<file path="config.mk">
export PLATFORM = sky130hd
export DESIGN_NAME = mini_cpu_step_ctrl
export DESIGN_NICKNAME = d
export VERILOG_FILES = /design/src/rtl/mini_cpu_step_ctrl.sv
export SDC_FILE = /design/constraint.sdc
export NUM_CORES = 1
export LEC_CHECK = 0
export ABC_AREA = 1
export CAP_MARGIN = 20
export CORE_ASPECT_RATIO = 1.5
export CORE_MARGIN = 3
export CORE_UTILIZATION = 30
export DETAILED_ROUTE_END_ITERATION = 10
export PLACE_DENSITY = 0.55
export SLEW_MARGIN = 20
export SYNTH_ARGS = -nofsm -noshare
export SYNTH_HDL_FRONTEND = slang
export SYNTH_SLANG_ARGS = --single-unit
</file>
<file path="constraint.sdc">
create_clock -name clk -period 2.15 [get_ports clk]
set_input_delay 0.43 -clock clk [delete_from_list [all_inputs] [get_ports clk]]
set_output_delay 0.43 -clock clk [all_outputs]
set_load 0.1 [all_outputs]
</file>
<file path="src/rtl/mini_cpu_step_ctrl.sv">
// mini_cpu_step_ctrl: host-command sequencer that drives the mini_cpu step pin.
// It supports halt, free-run, step-N and clear-count commands, and keeps a
// saturating count of completed pulses.
// Define MINI_CPU_STEP_BP_EN to build the PC breakpoint comparator. Without it,
// bp_en, bp_pc and cpu_pc are ignored and the BP halt cause never occurs.
module mini_cpu_step_ctrl #(
    parameter int unsigned PC_W      = 4,
    parameter int unsigned CNT_W     = 16,
    parameter int unsigned STEP_HIGH = 1,
    parameter int unsigned STEP_LOW  = 1
) (
    input  logic             clk,
    input  logic             rst_n,
    input  logic             cmd_valid,
    input  logic [1:0]       cmd_op,
    input  logic [CNT_W-1:0] cmd_arg,
    input  logic             bp_en,
    input  logic [PC_W-1:0]  bp_pc,
    input  logic [PC_W-1:0]  cpu_pc,
    output logic             cpu_step,
    output logic             busy,
    output logic [1:0]       halt_cause,
    output logic             halt_pulse,
    output logic             cmd_err,
    output logic [CNT_W-1:0] step_count
);

    localparam int unsigned PH_MAX = (STEP_HIGH > STEP_LOW) ? STEP_HIGH : STEP_LOW;
    localparam int unsigned PH_W   = (PH_MAX > 1) ? $clog2(PH_MAX) : 1;

    localparam logic [1:0] OP_HALT = 2'b00;
    localparam logic [1:0] OP_RUN  = 2'b01;
    localparam logic [1:0] OP_STEP = 2'b10;
    localparam logic [1:0] OP_CLR  = 2'b11;

    localparam logic [1:0] CAUSE_NONE = 2'b00;
    localparam logic [1:0] CAUSE_DONE = 2'b01;
    localparam logic [1:0] CAUSE_HOST = 2'b10;
    localparam logic [1:0] CAUSE_BP   = 2'b11;

    localparam logic [PH_W-1:0] HI_LAST = PH_W'(STEP_HIGH - 1);
    localparam logic [PH_W-1:0] LO_LAST = PH_W'(STEP_LOW - 1);

    typedef enum logic [1:0] {
        ST_IDLE = 2'd0,
        ST_HI   = 2'd1,
        ST_LO   = 2'd2
    } state_t;

    state_t           state, state_d;
    logic [PH_W-1:0]  phase, phase_d;
    logic [CNT_W-1:0] remaining, remaining_d;
    logic             run_mode, run_mode_d;
    logic             halt_req, halt_req_d;
    logic [CNT_W-1:0] count_d;
    logic [1:0]       cause_d;
    logic             halt_pulse_d;
    logic             cmd_err_d;
    logic             bp_hit_c;

    // Breakpoint compare on the PC sampled in the last low cycle.
`ifdef MINI_CPU_STEP_BP_EN
    assign bp_hit_c = bp_en && (cpu_pc == bp_pc);
`else
    logic unused_bp;
    assign unused_bp = ^{bp_en, bp_pc, cpu_pc};
    assign bp_hit_c  = 1'b0;
`endif

    // State register and all registered outputs.
    always_ff @(posedge clk or negedge rst_n) begin
        if (!rst_n) begin
            state      <= ST_IDLE;
            phase      <= '0;
            remaining  <= '0;
            run_mode   <= 1'b0;
            halt_req   <= 1'b0;
            cpu_step   <= 1'b0;
            busy       <= 1'b0;
            halt_cause <= CAUSE_NONE;
            halt_pulse <= 1'b0;
            cmd_err    <= 1'b0;
            step_count <= '0;
        end else begin
            state      <= state_d;
            phase      <= phase_d;
            remaining  <= remaining_d;
            run_mode   <= run_mode_d;
            halt_req   <= halt_req_d;
            cpu_step   <= (state_d == ST_HI);
            busy       <= (state_d != ST_IDLE);
            halt_cause <= cause_d;
            halt_pulse <= halt_pulse_d;
            cmd_err    <= cmd_err_d;
            step_count <= count_d;
        end
    end

    // Next-state, command decode, pulse completion and halt priority.
    always_comb begin
        state_d      = state;
        phase_d      = phase;
        remaining_d  = remaining;
        run_mode_d   = run_mode;
        halt_req_d   = halt_req;
        count_d      = step_count;
        cause_d      = halt_cause;
        halt_pulse_d = 1'b0;
        cmd_err_d    = 1'b0;

        // While a pulse train runs, HALT is latched and anything else is dropped.
        if ((state != ST_IDLE) && cmd_valid) begin
            if (cmd_op == OP_HALT) begin
                halt_req_d = 1'b1;
            end else begin
                cmd_err_d = 1'b1;
            end
        end

        case (state)
            ST_IDLE: begin
                if (cmd_valid) begin
                    case (cmd_op)
                        OP_RUN: begin
                            run_mode_d = 1'b1;
                            phase_d    = '0;
                            state_d    = ST_HI;
                        end
                        OP_STEP: begin
                            if (cmd_arg == '0) begin
                                halt_pulse_d = 1'b1;
                                cause_d      = CAUSE_DONE;
                            end else begin
                                remaining_d = cmd_arg;
                                run_mode_d  = 1'b0;
                                phase_d     = '0;
                                state_d     = ST_HI;
                            end
                        end
                        OP_CLR: begin
                            count_d = '0;
                        end
                        default: begin
                        end
                    endcase
                end
            end
            ST_HI: begin
                if (phase == HI_LAST) begin
                    phase_d = '0;
                    state_d = ST_LO;
                end else begin
                    phase_d = phase + PH_W'(1);
                end
            end
            ST_LO: begin
                if (phase == LO_LAST) begin
                    phase_d = '0;
                    state_d = ST_HI;
                    if (step_count != '1) begin
                        count_d = step_count + CNT_W'(1);
                    end
                    if (!run_mode) begin
                        remaining_d = remaining - CNT_W'(1);
                    end
                    if (halt_req_d) begin
                        cause_d = CAUSE_HOST;
                        state_d = ST_IDLE;
                    end else if (bp_hit_c) begin
                        cause_d = CAUSE_BP;
                        state_d = ST_IDLE;
                    end else if (!run_mode && (remaining == CNT_W'(1))) begin
                        cause_d = CAUSE_DONE;
                        state_d = ST_IDLE;
                    end
                    if (state_d == ST_IDLE) begin
                        halt_pulse_d = 1'b1;
                        halt_req_d   = 1'b0;
                    end
                end else begin
                    phase_d = phase + PH_W'(1);
                end
            end
            default: begin
                state_d = ST_IDLE;
            end
        endcase
    end

endmodule
</file>
; After elaboration in Yosys (flattened, before gate mapping)
; Index checks and enable logic that the tools add are counted.
[word_totals]
ff_bits = 43
inputBits = 30
output_inout_bits = 22
word_cells = 99
[classes]
add_sub_neg = 3
eq_ne = 20
muxes = 47
reduce_logical = 18
[op_table]
columns = operator, n
row1 = $mux 16, 9
row2 = $pmux 16 s2, 2
row3 = $mux 2, 12
row4 = $mux 1, 17
row5 = $add 16x1->16 const B, 1
row6 = $eq 16x1->1 const B, 1
row7 = $logic_not 16->1, 1
row8 = $ne 16x16->1 const B, 1
row9 = $sub 16x1->16 const B, 1
row10 = $ne 2x2->1 const B, 7
row11 = $reduce_and 6->1, 2
row12 = $reduce_bool 2->1, 5
row13 = $pmux 1 s2, 4
row14 = $pmux 2 s2, 2
row15 = $reduce_and 4->1, 2
row16 = $eq 2x1->1 const B, 3
row17 = $eq 2x2->1 const B, 3
row18 = $logic_not 2->1, 3
row19 = $ne 3x3->1 const B, 2
row20 = $pmux 2 s3, 1
row21 = $reduce_and 5->1, 1
row22 = $ne 2x1->1 const B, 2
row23 = $ne 3x1->1 const B, 1
row24 = $logic_and 1x1->1, 2
row25 = other kinds (3), 3

; Depth between registers and ports, before layout
[depth]
word_depth = 10
depth_mapped = 12
mapped_depth_nobuf = 11

; Least setup slack after synthesis
; Ideal clock, no wire load.
[synth_timing]
kind = register to register
startpoint = reg step_count[0]
endpoint = reg step_count[5]
setup_ps = 67
arrival_time_ps = 2222
path_slack_ps = -139
path_stages_with_launch = 13
n_path_buf = 1
period_less_slack_ps = 2289
cell_sequence = dfrtp_1 ha_1 nand2_1 nor2_2 nand2_2 nor2_4 nand2_2 nand2_2 nand2_4 nand2_8 buf_12 nand2_1 nand2_1
[synth_via]
elab_chain_cells = 4
word_cells_on_any_way = 7
cone_classes = 1 x add/sub / 2 x eq/ne / 3 x mux / 1 x reduce/logical
[synth_rtl]
columns = element, line_no
row1 = "start, declared", 25  ; output logic [CNT_W-1:0] step_count
row2 = "start signal, assigned", 95  ; step_count <= count_d;
row3 = $add 16x1->16, 161  ; count_d = step_count + CNT_W'(1);
row4 = $mux 16, 160  ; if (step_count != '1) begin
row5 = $mux 16, 157  ; if (phase == LO_LAST) begin
row6 = $pmux 16 s2, 120  ; case (state)
; Several ways; a longest one is shown, not always the timed one. The select of a mux whose other input is x is not followed.
; A chain may end at the register's enable or synchronous reset.

; Final worst setup path
[layout_timing]
startpoint = in cmd_op[0]
endpoint = reg remaining[8]
[layout_via]
elab_chain_cells = 3
[layout_rtl]
columns = element, line_no
row1 = "start, declared", 15  ; input logic [1:0] cmd_op,
row2 = $eq 2x2->1, 123  ; case (cmd_op)
row3 = $ne 2x1->1 (no line), -
row4 = $reduce_and 6->1 (no line), -
row5 = "end signal, assigned", 87  ; remaining <= remaining_d;
row6 = "end, declared", 52  ; logic [CNT_W-1:0] remaining, remaining_d;
; No other way between the ends.

==> run metrics <==
via count between 2000 and 3000; largest net degree at the start of global routing 21; Worst Setup End Kind flop; worst hold-check path type in2async; hpwl dp around 5700 um; Routed WL per cell approximately 13 um; post-CTS sizing 0; initial antenna violation count 0; CP max stage cell clkdlybuf4s50_1; Netlist cell types 32; # nets final 515; Crit Path Max Fanout 17; Synth warnings 0; Die ar. between 0.01 and 0.015 sq mm; Tot Pwr roughly 5.0 mW; Syn Area/Cell approximately 6.7 sq um; CTS hold repair buffers 0; first-pass GRT wire length approximately 13000 um; min Tclk post-route around 1800 ps; clk_lat worst skew slightly below 300 ps; clock sink count 42; post-synth net total around 470; PwrDens 1400 mW/mm^2; crit path cell chain clkdlybuf4s50_1, inv_1, ha_1, nand3_1, nand2_1, nand2_1, inv_2, nand2_2, buf_12, o21ai_0, nand2_1; LEAKAGE approximately 1.8 nW; number of synthesized flops with an enable pin 0; post-route setup TNS 0 ps; Diodes inserted 0; gr usage total between 10% and 20%; Final period util slightly above 80%; Worst setup SP type input port; synth-to-layout area growth 24.2%; Setup CP Type in2reg; Die W ~86 um; Iteration-0 DRC Markers 66; setup repair bufs after CTS 0; max-cap viol count 0; CORE AREA just over 0.009 sq mm; Initial Utilization just over 30%; Top cell by count, worst path nand2_1; RSZ-0062 raised after global routing no; vias per cell between 4 and 5; Seq cells post-synth 42; num rows 43; main flop type after synthesis dfrtp_1; drt drc 0; Final setup viols 0; H-tree lvl count 2; CP required ~2300 ps; measured slew at the worst slew-check pin 500 ps; Clk Tree Root Cell clkbuf_16; First-pass DRT Iterations 4; clock-pin slew on the worst setup and hold paths around 60 ps; final hold violations 0; PortBufs between 40 and 50; Die Height 125 um; Worst slew margin approximately 67%; worst path arrival time between 1500 and 2000 ps; FF-to-FF setup slack around 510 ps; sequential-to-total area share from yosys stat approximately 37%; synthesized netlist cell count roughly 430; status complete, no violations; async set or reset register ratio after synthesis between 90% and 100%; I/O pin count 52; Critical Path Max Stage Delay 450 ps; design area around 0.0035 sq mm; skew final approximately 4.6 ps; Mapped Area roughly 0.0029 sq mm; vias in the first global route about 2800; DP Area approximately 0.0034 sq mm; total wire length roughly 7500 um; RD Place Congestion 0.856; Peak Freq approximately 0.57 GHz; ANT nets after route 0; R2R depth 11; CTS buffer count 5; Max Slew Vio Count 0; GRT Residual Overflow 0; share of layout cells above drive strength 1 about 16%; TritonCTS clock tree yes; filler cell count ~1000; Peak VDD IR 0.000630 V; Max Buffers Root-to-Sink 2
## logic make-up after synthesis
group	synth area share (%)
compound gates	6.45
fa+ha+maj	3.07
buf+inv	7.72
xor+xnor	1.23
simple gates	44.7
flops	36.9
## cells in the mapped netlist, types with 2 or more instances
cell type / instances / area share, %
a21oi_1: 2 / 0.35
nand2_1: 139 / 18
nand2_4: 2 / 0.79
nor2_2: 3 / 0.66
ha_1: 7 / 3.1
nand4_1: 4 / 0.88
inv_2: 8 / 1.1
nand3b_1: 4 / 1.1
nor2_1: 67 / 8.8
nor2_4: 2 / 0.79
dfrtp_1: 42 / 37
inv_1: 36 / 4.7
nor3_1: 2 / 0.35
o21ai_0: 13 / 2.3
a31oi_1: 2 / 0.44
nand2_2: 13 / 2.9
buf_2: 4 / 0.70
xor2_1: 3 / 0.92
or2_2: 7 / 1.5
nand3_1: 44 / 7.7
o21ai_1: 13 / 2.3
## state kept, by name, summed over array words and instances (netlist names)
| name | count |
|---|---|
| cmd_err | 1 |
| run_mode | 1 |
| busy | 1 |
| cpu_step | 1 |
| halt_pulse | 1 |
| remaining | 16 |
| step_count | 16 |
| halt_req | 1 |
| halt_cause | 2 |
| state | 2 |
## worst paths after layout
path	from	endpoint
worst min register to register	state[1]	state[1]
worst min-delay path	rst_n	step_count[2]
min in group clk	state[1]	state[1]
worst max-delay path	cmd_op[0]	remaining[8]
max in group asynchronous	rst_n	halt_pulse
worst max register to register	step_count[0]	step_count[15]
## cell type report
class	instances	area, sq um	share of cell area, %
flip-flops and latches	42	1050	29.7
inverters	44	165	4.66
clock inverters	1	30.0	0.848
multi-input cells	334	1580	44.6
well taps	112	140	3.96
repair buffers	51	440	12.4
clock buffers	7	133	3.74
## critical path: cells and delay by family
family,cells,cell delay (ps)
fa+ha+maj,1,230
buf+inv,4,750
simple gates,5,360
compound gates,1,150
## per-layer routing
layer  track usage, %  routed length [um]
met2             26.5                3940
met3             2.64                 258
met4             7.92                 265
met5                0                   0
met1             16.1                3000
## placed cells by master, fill, tap and decap left out, types with 4 or more instances in the layout
cell | Yosys | final
inv_1 | 36 | 36
clkbuf_16 | 0 | 5
o21ai_1 | 13 | 13
clkdlybuf4s50_1 | 0 | 19
nor2_1 | 67 | 67
nand3b_1 | 4 | 4
dfrtp_1 | 42 | 40
nand3_1 | 44 | 44
nand4_1 | 4 | 4
nand2_1 | 139 | 139
o21ai_0 | 13 | 13
nand2_2 | 13 | 13
or2_2 | 7 | 7
ha_1 | 7 | 7
inv_2 | 8 | 8
buf_4 | 1 | 30
## stage by stage
| stage | setup slack (ps) | hold slack, ps | cells | utilization, % |
|---|---|---|---|---|
| 6_report | 382 | 103 | 591 | 38.3 |
| 5_1_grt | 197 | 133 | 591 | 38.3 |
| 4_1_cts | 360 | 124 | 591 | 38.3 |
| 3_5_place_dp | 56.0 | 435 | 583 | 36.5 |
| 3_3_place_gp | 96.1 | 427 | 583 | 36.5 |
| 2_1_floorplan | 53.1 | 134 | 428 | - |
## power breakdown
| group | internal [mW] | leakage [nW] | total [mW] | switching (mW) |
|---|---|---|---|---|
| combinational | 0.779 | 1.17 | 2.76 | 1.98 |
| clock | 0.550 | 0.0781 | 0.865 | 0.316 |
| sequential | 1.08 | 0.545 | 1.35 | 0.268 |
Note: power is estimated with default switching activity, not from simulation.
